File: src/rtl/regfile_wb_arbiter_if.sv
// Writeback request bundle: two requesters (0 = ALU, 1 = load) presenting rd/data
// toward the register-file write arbiter.
interface regfile_wb_arbiter_if #(
  parameter int DATA_W = 64
);
  // Handshake: a transfer happens on a rising edge where valid && ready. The
  // requester keeps valid, rd and data stable until then; ready is combinational.
  logic              req0_valid;
  logic [4:0]        req0_rd;
  logic [DATA_W-1:0] req0_data;
  logic              req0_ready;
  logic              req1_valid;
  logic [4:0]        req1_rd;
  logic [DATA_W-1:0] req1_data;
  logic              req1_ready;

  modport master (
    output req0_valid, req0_rd, req0_data,
    output req1_valid, req1_rd, req1_data,
    input  req0_ready, req1_ready
  );

  modport slave (
    input  req0_valid, req0_rd, req0_data,
    input  req1_valid, req1_rd, req1_data,
    output req0_ready, req1_ready
  );
endinterface

File: src/rtl/regfile_wb_arbiter.sv
// Round-robin arbiter of ALU/load writeback onto the single register-file write
// port, with registered write stage, x0 write suppression and RAW hazard flags.
module regfile_wb_arbiter #(
  parameter int DATA_W = 64,
  parameter int CNT_W  = 16
) (
  input  logic                clk,
  input  logic                reset,
  regfile_wb_arbiter_if.slave wb,
  input  logic [4:0]          RS1,
  input  logic [4:0]          RS2,
  output logic                stall_rs1,
  output logic                stall_rs2,
  output logic                RegWrite,
  output logic [4:0]          RD,
  output logic [DATA_W-1:0]   WriteData,
  output logic [CNT_W-1:0]    cnt0,
  output logic [CNT_W-1:0]    cnt1
);

  localparam logic [CNT_W-1:0] CNT_ONE = {{(CNT_W-1){1'b0}}, 1'b1};

  logic              r_rr_last;
  logic              r_regwrite;
  logic [4:0]        r_rd;
  logic [DATA_W-1:0] r_wdata;
  logic [CNT_W-1:0]  r_cnt0;
  logic [CNT_W-1:0]  r_cnt1;

  logic              w_grant0;
  logic              w_grant1;
  logic [4:0]        w_sel_rd;
  logic [DATA_W-1:0] w_sel_data;
  logic              w_stall_rs1;
  logic              w_stall_rs2;

  // Contention goes to whoever did not win last; nothing is granted in reset.
  always_comb begin
    w_grant0   = 1'b0;
    w_grant1   = 1'b0;
    w_sel_rd   = wb.req0_rd;
    w_sel_data = wb.req0_data;
    if (!reset) begin
      w_grant0 = wb.req0_valid && (!wb.req1_valid || r_rr_last);
      w_grant1 = wb.req1_valid && (!wb.req0_valid || !r_rr_last);
    end
    if (w_grant1) begin
      w_sel_rd   = wb.req1_rd;
      w_sel_data = wb.req1_data;
    end
  end

  always_comb begin
    w_stall_rs1 = (RS1 != 5'd0) &&
                  ((wb.req0_valid && (wb.req0_rd == RS1)) ||
                   (wb.req1_valid && (wb.req1_rd == RS1)) ||
                   (r_regwrite && (r_rd == RS1)));
    w_stall_rs2 = (RS2 != 5'd0) &&
                  ((wb.req0_valid && (wb.req0_rd == RS2)) ||
                   (wb.req1_valid && (wb.req1_rd == RS2)) ||
                   (r_regwrite && (r_rd == RS2)));
  end

  always_ff @(posedge clk) begin
    if (reset) begin
      r_rr_last  <= 1'b1;
      r_regwrite <= 1'b0;
      r_rd       <= 5'd0;
      r_wdata    <= '0;
      r_cnt0     <= '0;
      r_cnt1     <= '0;
    end else begin
      r_regwrite <= 1'b0;
      if (w_grant0 || w_grant1) begin
        r_rr_last <= w_grant1;
        // x0 transfers complete but leave RD/WriteData untouched.
        if (w_sel_rd != 5'd0) begin
          r_regwrite <= 1'b1;
          r_rd       <= w_sel_rd;
          r_wdata    <= w_sel_data;
        end
      end
      if (w_grant0 && (r_cnt0 != '1)) r_cnt0 <= r_cnt0 + CNT_ONE;
      if (w_grant1 && (r_cnt1 != '1)) r_cnt1 <= r_cnt1 + CNT_ONE;
    end
  end

  assign wb.req0_ready = w_grant0;
  assign wb.req1_ready = w_grant1;
  assign stall_rs1     = w_stall_rs1;
  assign stall_rs2     = w_stall_rs2;
  assign RegWrite      = r_regwrite;
  assign RD            = r_rd;
  assign WriteData     = r_wdata;
  assign cnt0          = r_cnt0;
  assign cnt1          = r_cnt1;

endmodule

File: src/flat_wrapper.sv
// flat-port wrapper written by rule: the top's interface ports become plain ports
module regfile_wb_arbiter_flat 
#(
  parameter int DATA_W = 64,
  parameter int CNT_W  = 16
)
  (clk, reset, RS1, RS2, stall_rs1, stall_rs2, RegWrite, RD, WriteData, cnt0, cnt1, wb_req0_valid, wb_req0_rd, wb_req0_data, wb_req1_valid, wb_req1_rd, wb_req1_data, wb_req0_ready, wb_req1_ready);
  regfile_wb_arbiter_if #(.DATA_W(DATA_W)) wb_i ();
  input  logic clk;
  input  logic reset;
  input  logic [4:0] RS1;
  input  logic [4:0] RS2;
  output logic stall_rs1;
  output logic stall_rs2;
  output logic RegWrite;
  output logic [4:0] RD;
  output logic [DATA_W-1:0] WriteData;
  output logic [CNT_W-1:0] cnt0;
  output logic [CNT_W-1:0] cnt1;
  input wire logic [$bits(wb_i.req0_valid)-1:0] wb_req0_valid;
  input wire logic [$bits(wb_i.req0_rd)-1:0] wb_req0_rd;
  input wire logic [$bits(wb_i.req0_data)-1:0] wb_req0_data;
  input wire logic [$bits(wb_i.req1_valid)-1:0] wb_req1_valid;
  input wire logic [$bits(wb_i.req1_rd)-1:0] wb_req1_rd;
  input wire logic [$bits(wb_i.req1_data)-1:0] wb_req1_data;
  output wire logic [$bits(wb_i.req0_ready)-1:0] wb_req0_ready;
  output wire logic [$bits(wb_i.req1_ready)-1:0] wb_req1_ready;
  assign wb_i.req0_valid = wb_req0_valid;
  assign wb_i.req0_rd = wb_req0_rd;
  assign wb_i.req0_data = wb_req0_data;
  assign wb_i.req1_valid = wb_req1_valid;
  assign wb_i.req1_rd = wb_req1_rd;
  assign wb_i.req1_data = wb_req1_data;
  assign wb_req0_ready = wb_i.req0_ready;
  assign wb_req1_ready = wb_i.req1_ready;
  regfile_wb_arbiter #(.DATA_W(DATA_W), .CNT_W(CNT_W)) u_core (.clk(clk), .reset(reset), .wb(wb_i), .RS1(RS1), .RS2(RS2), .stall_rs1(stall_rs1), .stall_rs2(stall_rs2), .RegWrite(RegWrite), .RD(RD), .WriteData(WriteData), .cnt0(cnt0), .cnt1(cnt1));
endmodule
File: config.mk
export PLATFORM = sky130hd
export DESIGN_NAME = regfile_wb_arbiter_flat
export DESIGN_NICKNAME = d
export VERILOG_FILES = /design/src/rtl/regfile_wb_arbiter_if.sv /design/src/rtl/regfile_wb_arbiter.sv /design/src/flat_wrapper.sv
export SDC_FILE = /design/constraint.sdc
export NUM_CORES = 1
export LEC_CHECK = 0
export BUFFER_PORTS_ARGS = -buffer_cell sky130_fd_sc_hd__buf_2
export CAP_MARGIN = 5
export CELL_PAD_IN_SITES_DETAIL_PLACEMENT = 0
export CELL_PAD_IN_SITES_GLOBAL_PLACEMENT = 1
export CORE_MARGIN = 2
export CORE_UTILIZATION = 25
export DETAILED_ROUTE_END_ITERATION = 8
export HOLD_SLACK_MARGIN = 0.1
export PLACE_DENSITY_LB_ADDON = 0.1
export SKIP_CTS_REPAIR_TIMING = 1
export SYNTH_ARGS = -nofsm -noshare
export SYNTH_HDL_FRONTEND = slang
export SYNTH_SLANG_ARGS = --single-unit
File: constraint.sdc
create_clock -name clk -period 5.1 [get_ports clk]
set_input_delay 0.51 -clock clk [delete_from_list [all_inputs] [get_ports clk]]
set_output_delay 0.51 -clock clk [all_outputs]
set_load 0.05 [all_outputs]
==> results.md <==
* Status: finished clean
* Worst flop-to-flop path endpoint: u_core.WriteData[21]
* Most used cell, CP: buf_4
* Netlist cell types at 43
* Worst hold start: wb_req1_data[6]
* Via count at 5376
* Final Cycle Share at 51.4%
* Hold path cells at 3
* Post-route ant nets at 0
* Reg clk slew, reported paths at 70 ps
* Crit-path slowest cell: buf_4
* Wire per inst at 15.7 µm
* Worst slack at placement at 2070 ps
* Core ar. at 0.0196 mm²
* Bufs on Longest Clock Path at 2
* Share of cells above drive strength 1 at 33.5%
* Rel. slew slack at 39.5%
* Crit-path max cell delay at 670 ps
* Startpoint Class: primary input
* Post-route cell area at 0.00683 mm²
* Grt total ovfl at 0
* RR Startpoint: u_core.r_rr_last
* Initial antenna violation count at 3
* R2R setup slack at 2520 ps
* Count leader, synth: nand2_1
* Synth Instances at 636
* Setup TNS at 0 ps
* WL met1 at 7240 µm
* First-pass GRT wire length at 27700 µm
* Post-Syn Area at 0.00503 mm²
* Pre-antenna DRT Iters at 4
* Hold Path Sink: u_core.WriteData[6]
* Synth area leaders: dfxtp_1 41%, a311oi_1 11%, nand2_1 11%
* Post-Synthesis Net Count at 790
* Reg2reg path depth at 7
* Hold Crit Class: primary input to flip-flop
* Initial Util at 25.7%
* Post-synthesis sequential area ratio at 41.0%
* Clk_lat worst skew at 350 ps
* Met2 routed WL at 8610 µm
* Max-cap violations at 0
* Synth Area per Inst at 7.90 µm²
* Async set-reset flop share out of synthesis at 0%
* RSZ-0062 raised after global routing: no
* CP Max Fanout at 71
* F_max at 381 MHz
* # setup viols final at 0
* IO Count at 258
* H-tree depth at 3
* Wire length on met3 at 1560 µm
* Chip width at 146 µm
* DRC at 0
* Total power at 2.17 mW
* LEAKAGE at 3.10 nW
* Hpwl dp at 13000 µm
* Fin. max-slew vios at 0
* Worst setup EP type: flip-flop
* Final nets at 1018
* Largest net degree at the start of global routing at 82
* Area of the die at 0.0213 mm²
* Crit path time final at 2620 ps
* Port Buf Inserts at 257
* Critical Path AT at 2880 ps
* Top cell type's share of synthesized area at 41.0%
* Placer Congestion at 0.828
* Post-synth EDFFs at 0
* Area Growth Syn to Fin at 35.8%
* Max VDD drop at 151 µV
* TritonCTS clock tree: built
* Drt total wl at 17800 µm
* Initial DRC Count at 196
* Pwr/cell area at 318 mW/mm²
* Clk sinks at 103
* CP Cell Sequence: buf_2 > a21boi_1 > o21ai_1 > o21ai_4 > buf_4 > buf_4 > nor2_1 > a311oi_1
* Area of placed instances at 0.00651 mm²
* Clock root buffer: clkbuf_16
* Final Hold Viols at 0
* Most frequent cells after synthesis: 149 x nand2_1, 105 x nor2_1, 103 x dfxtp_1
* Critical path class: primary input to flip-flop
* Vias in the first global route at 5227
* Synthesized flop and latch total at 103
* Worst-margin pin slew at 908 ps
* Die Y at 146 µm
* DR vias/cell at 4.73
* CTS buffer count at 9
* Final WS setup at 2480 ps
* All-Layer GR Usage at 16.2%
* Synth Flop Type: dfxtp_1
* Critical Path RT at 5360 ps
* Row cnt at 51
* YS warnings at 0
* Area leader, netlist: dfxtp_1
* Top routing layer used: met5
* Clock Skews at 12.0 ps
[report_power, final]
group / leakage, nW / switching [mW] / internal, mW
Clock: 0.151 / 0.314 / 0.427
Combinational: 2.10 / 0.380 / 0.152
Sequential: 0.849 / 0.0349 / 0.862
Total: 3.10 / 0.729 / 1.44
[placed cells by master, fill, tap and decap left out, types with 2 or more instances in the layout]
master     Yosys  routed
o21ai_1        3       2
nor3_1         8       8
dfxtp_1      103     103
clkbuf_16      0       9
inv_1          2       2
a311oi_1      66      66
nand2_1      149     149
diode_2        0       3
and4_1         2       2
or3_1          2       2
or4_1          5       5
bufinv_16      0       2
o21ai_0        4       4
nor2b_1        2       2
a31oi_1        3       3
nand3_1       14      14
xnor2_1       26      26
buf_2         12     256
nor2_1       105     105
and2_1         3       3
nor4_1        13      13
mux2i_1        3       3
buf_4          0       7
mux2_2         3       3
clkinv_2       0       2
a21oi_1        7       7
a211oi_1       2       2
nand4_1       12      12
nand2b_1       4       3
nand2b_4       1       2
and3_1         3       3
xor2_1        30      30
ha_1           2       2
[critical path, delay by kind of cell]
kind                   cells  cell delay [ps]
AND/OR/NAND/NOR            1               90
AO/OA/AOI/OAI              4              890
buffers and inverters      3             1350
[through the flow]
| step | hold WS [ps] | util (%) | cells |
|---|---|---|---|
| 6_report | 415 | 34.9 | 1136 |
| 3_3_place_gp | 480 | 33.2 | 1118 |
| 5_1_grt | 405 | 34.8 | 1135 |
| 4_1_cts | 397 | 34.8 | 1133 |
| 3_5_place_dp | 489 | 33.2 | 1118 |
| 2_1_floorplan | 472 | - | 636 |
[worst max-delay path by stage]
| stage | start | slack [ps] | cells past startpoint | end |
|---|---|---|---|---|
| 4_1_cts | wb_req0_valid | 2470 | 5 | wb_req1_ready |
| 3_3_place_gp | wb_req1_valid | 2240 | 8 | u_core.WriteData[28] |
| 3_5_place_dp | wb_req0_valid | 2070 | 8 | u_core.WriteData[21] |
| 6_report | wb_req1_valid | 2480 | 8 | u_core.WriteData[21] |
| 2_1_floorplan | u_core.RD[3] | 2540 | 5 | stall_rs1 |
| 5_1_grt | wb_req1_valid | 2230 | 8 | u_core.WriteData[27] |
[area by class of cell]
class                      instances  area [µm²]
inverter                           3        11.3
fill                            2156       12800
multi-input combinational        484        2770
tap                              265         332
clock inverter                     6        86.3
clock buffer                       9         225
timing repair buffer             263        1330
sequential                       103        2060
antenna                            3        7.51
[kinds of logic (layout without fill, tap and decap cells)]
family / Yosys count / in the layout / synth area share, %
xor gates and xnor gates: 56 / 56 / 9.76
other: 0 / 3 / 0
and+or+nand+nor: 330 / 330 / 28.8
muxes: 6 / 6 / 1.27
DFF: 103 / 103 / 41.0
adders and majority gates: 2 / 2 / 0.498
buffers and inverters: 49 / 281 / 4.26
AOI/OAI and AO/OA: 90 / 90 / 14.4
[routing by layer]
layer	global-route usage (%)	up-vias
met2	27.8	202
met3	5.27	23
li1	-	2684
met1	18.7	2465
met5	0	-
met4	6.08	2
[registers in the layout (all words and copies together) (netlist names)]
signal	count
u_core.r_rr_last	1
u_core.cnt1	16
u_core.RD	5
u_core.WriteData	64
u_core.RegWrite	1
u_core.cnt0	16
Note: power is estimated with default switching activity, not from simulation.
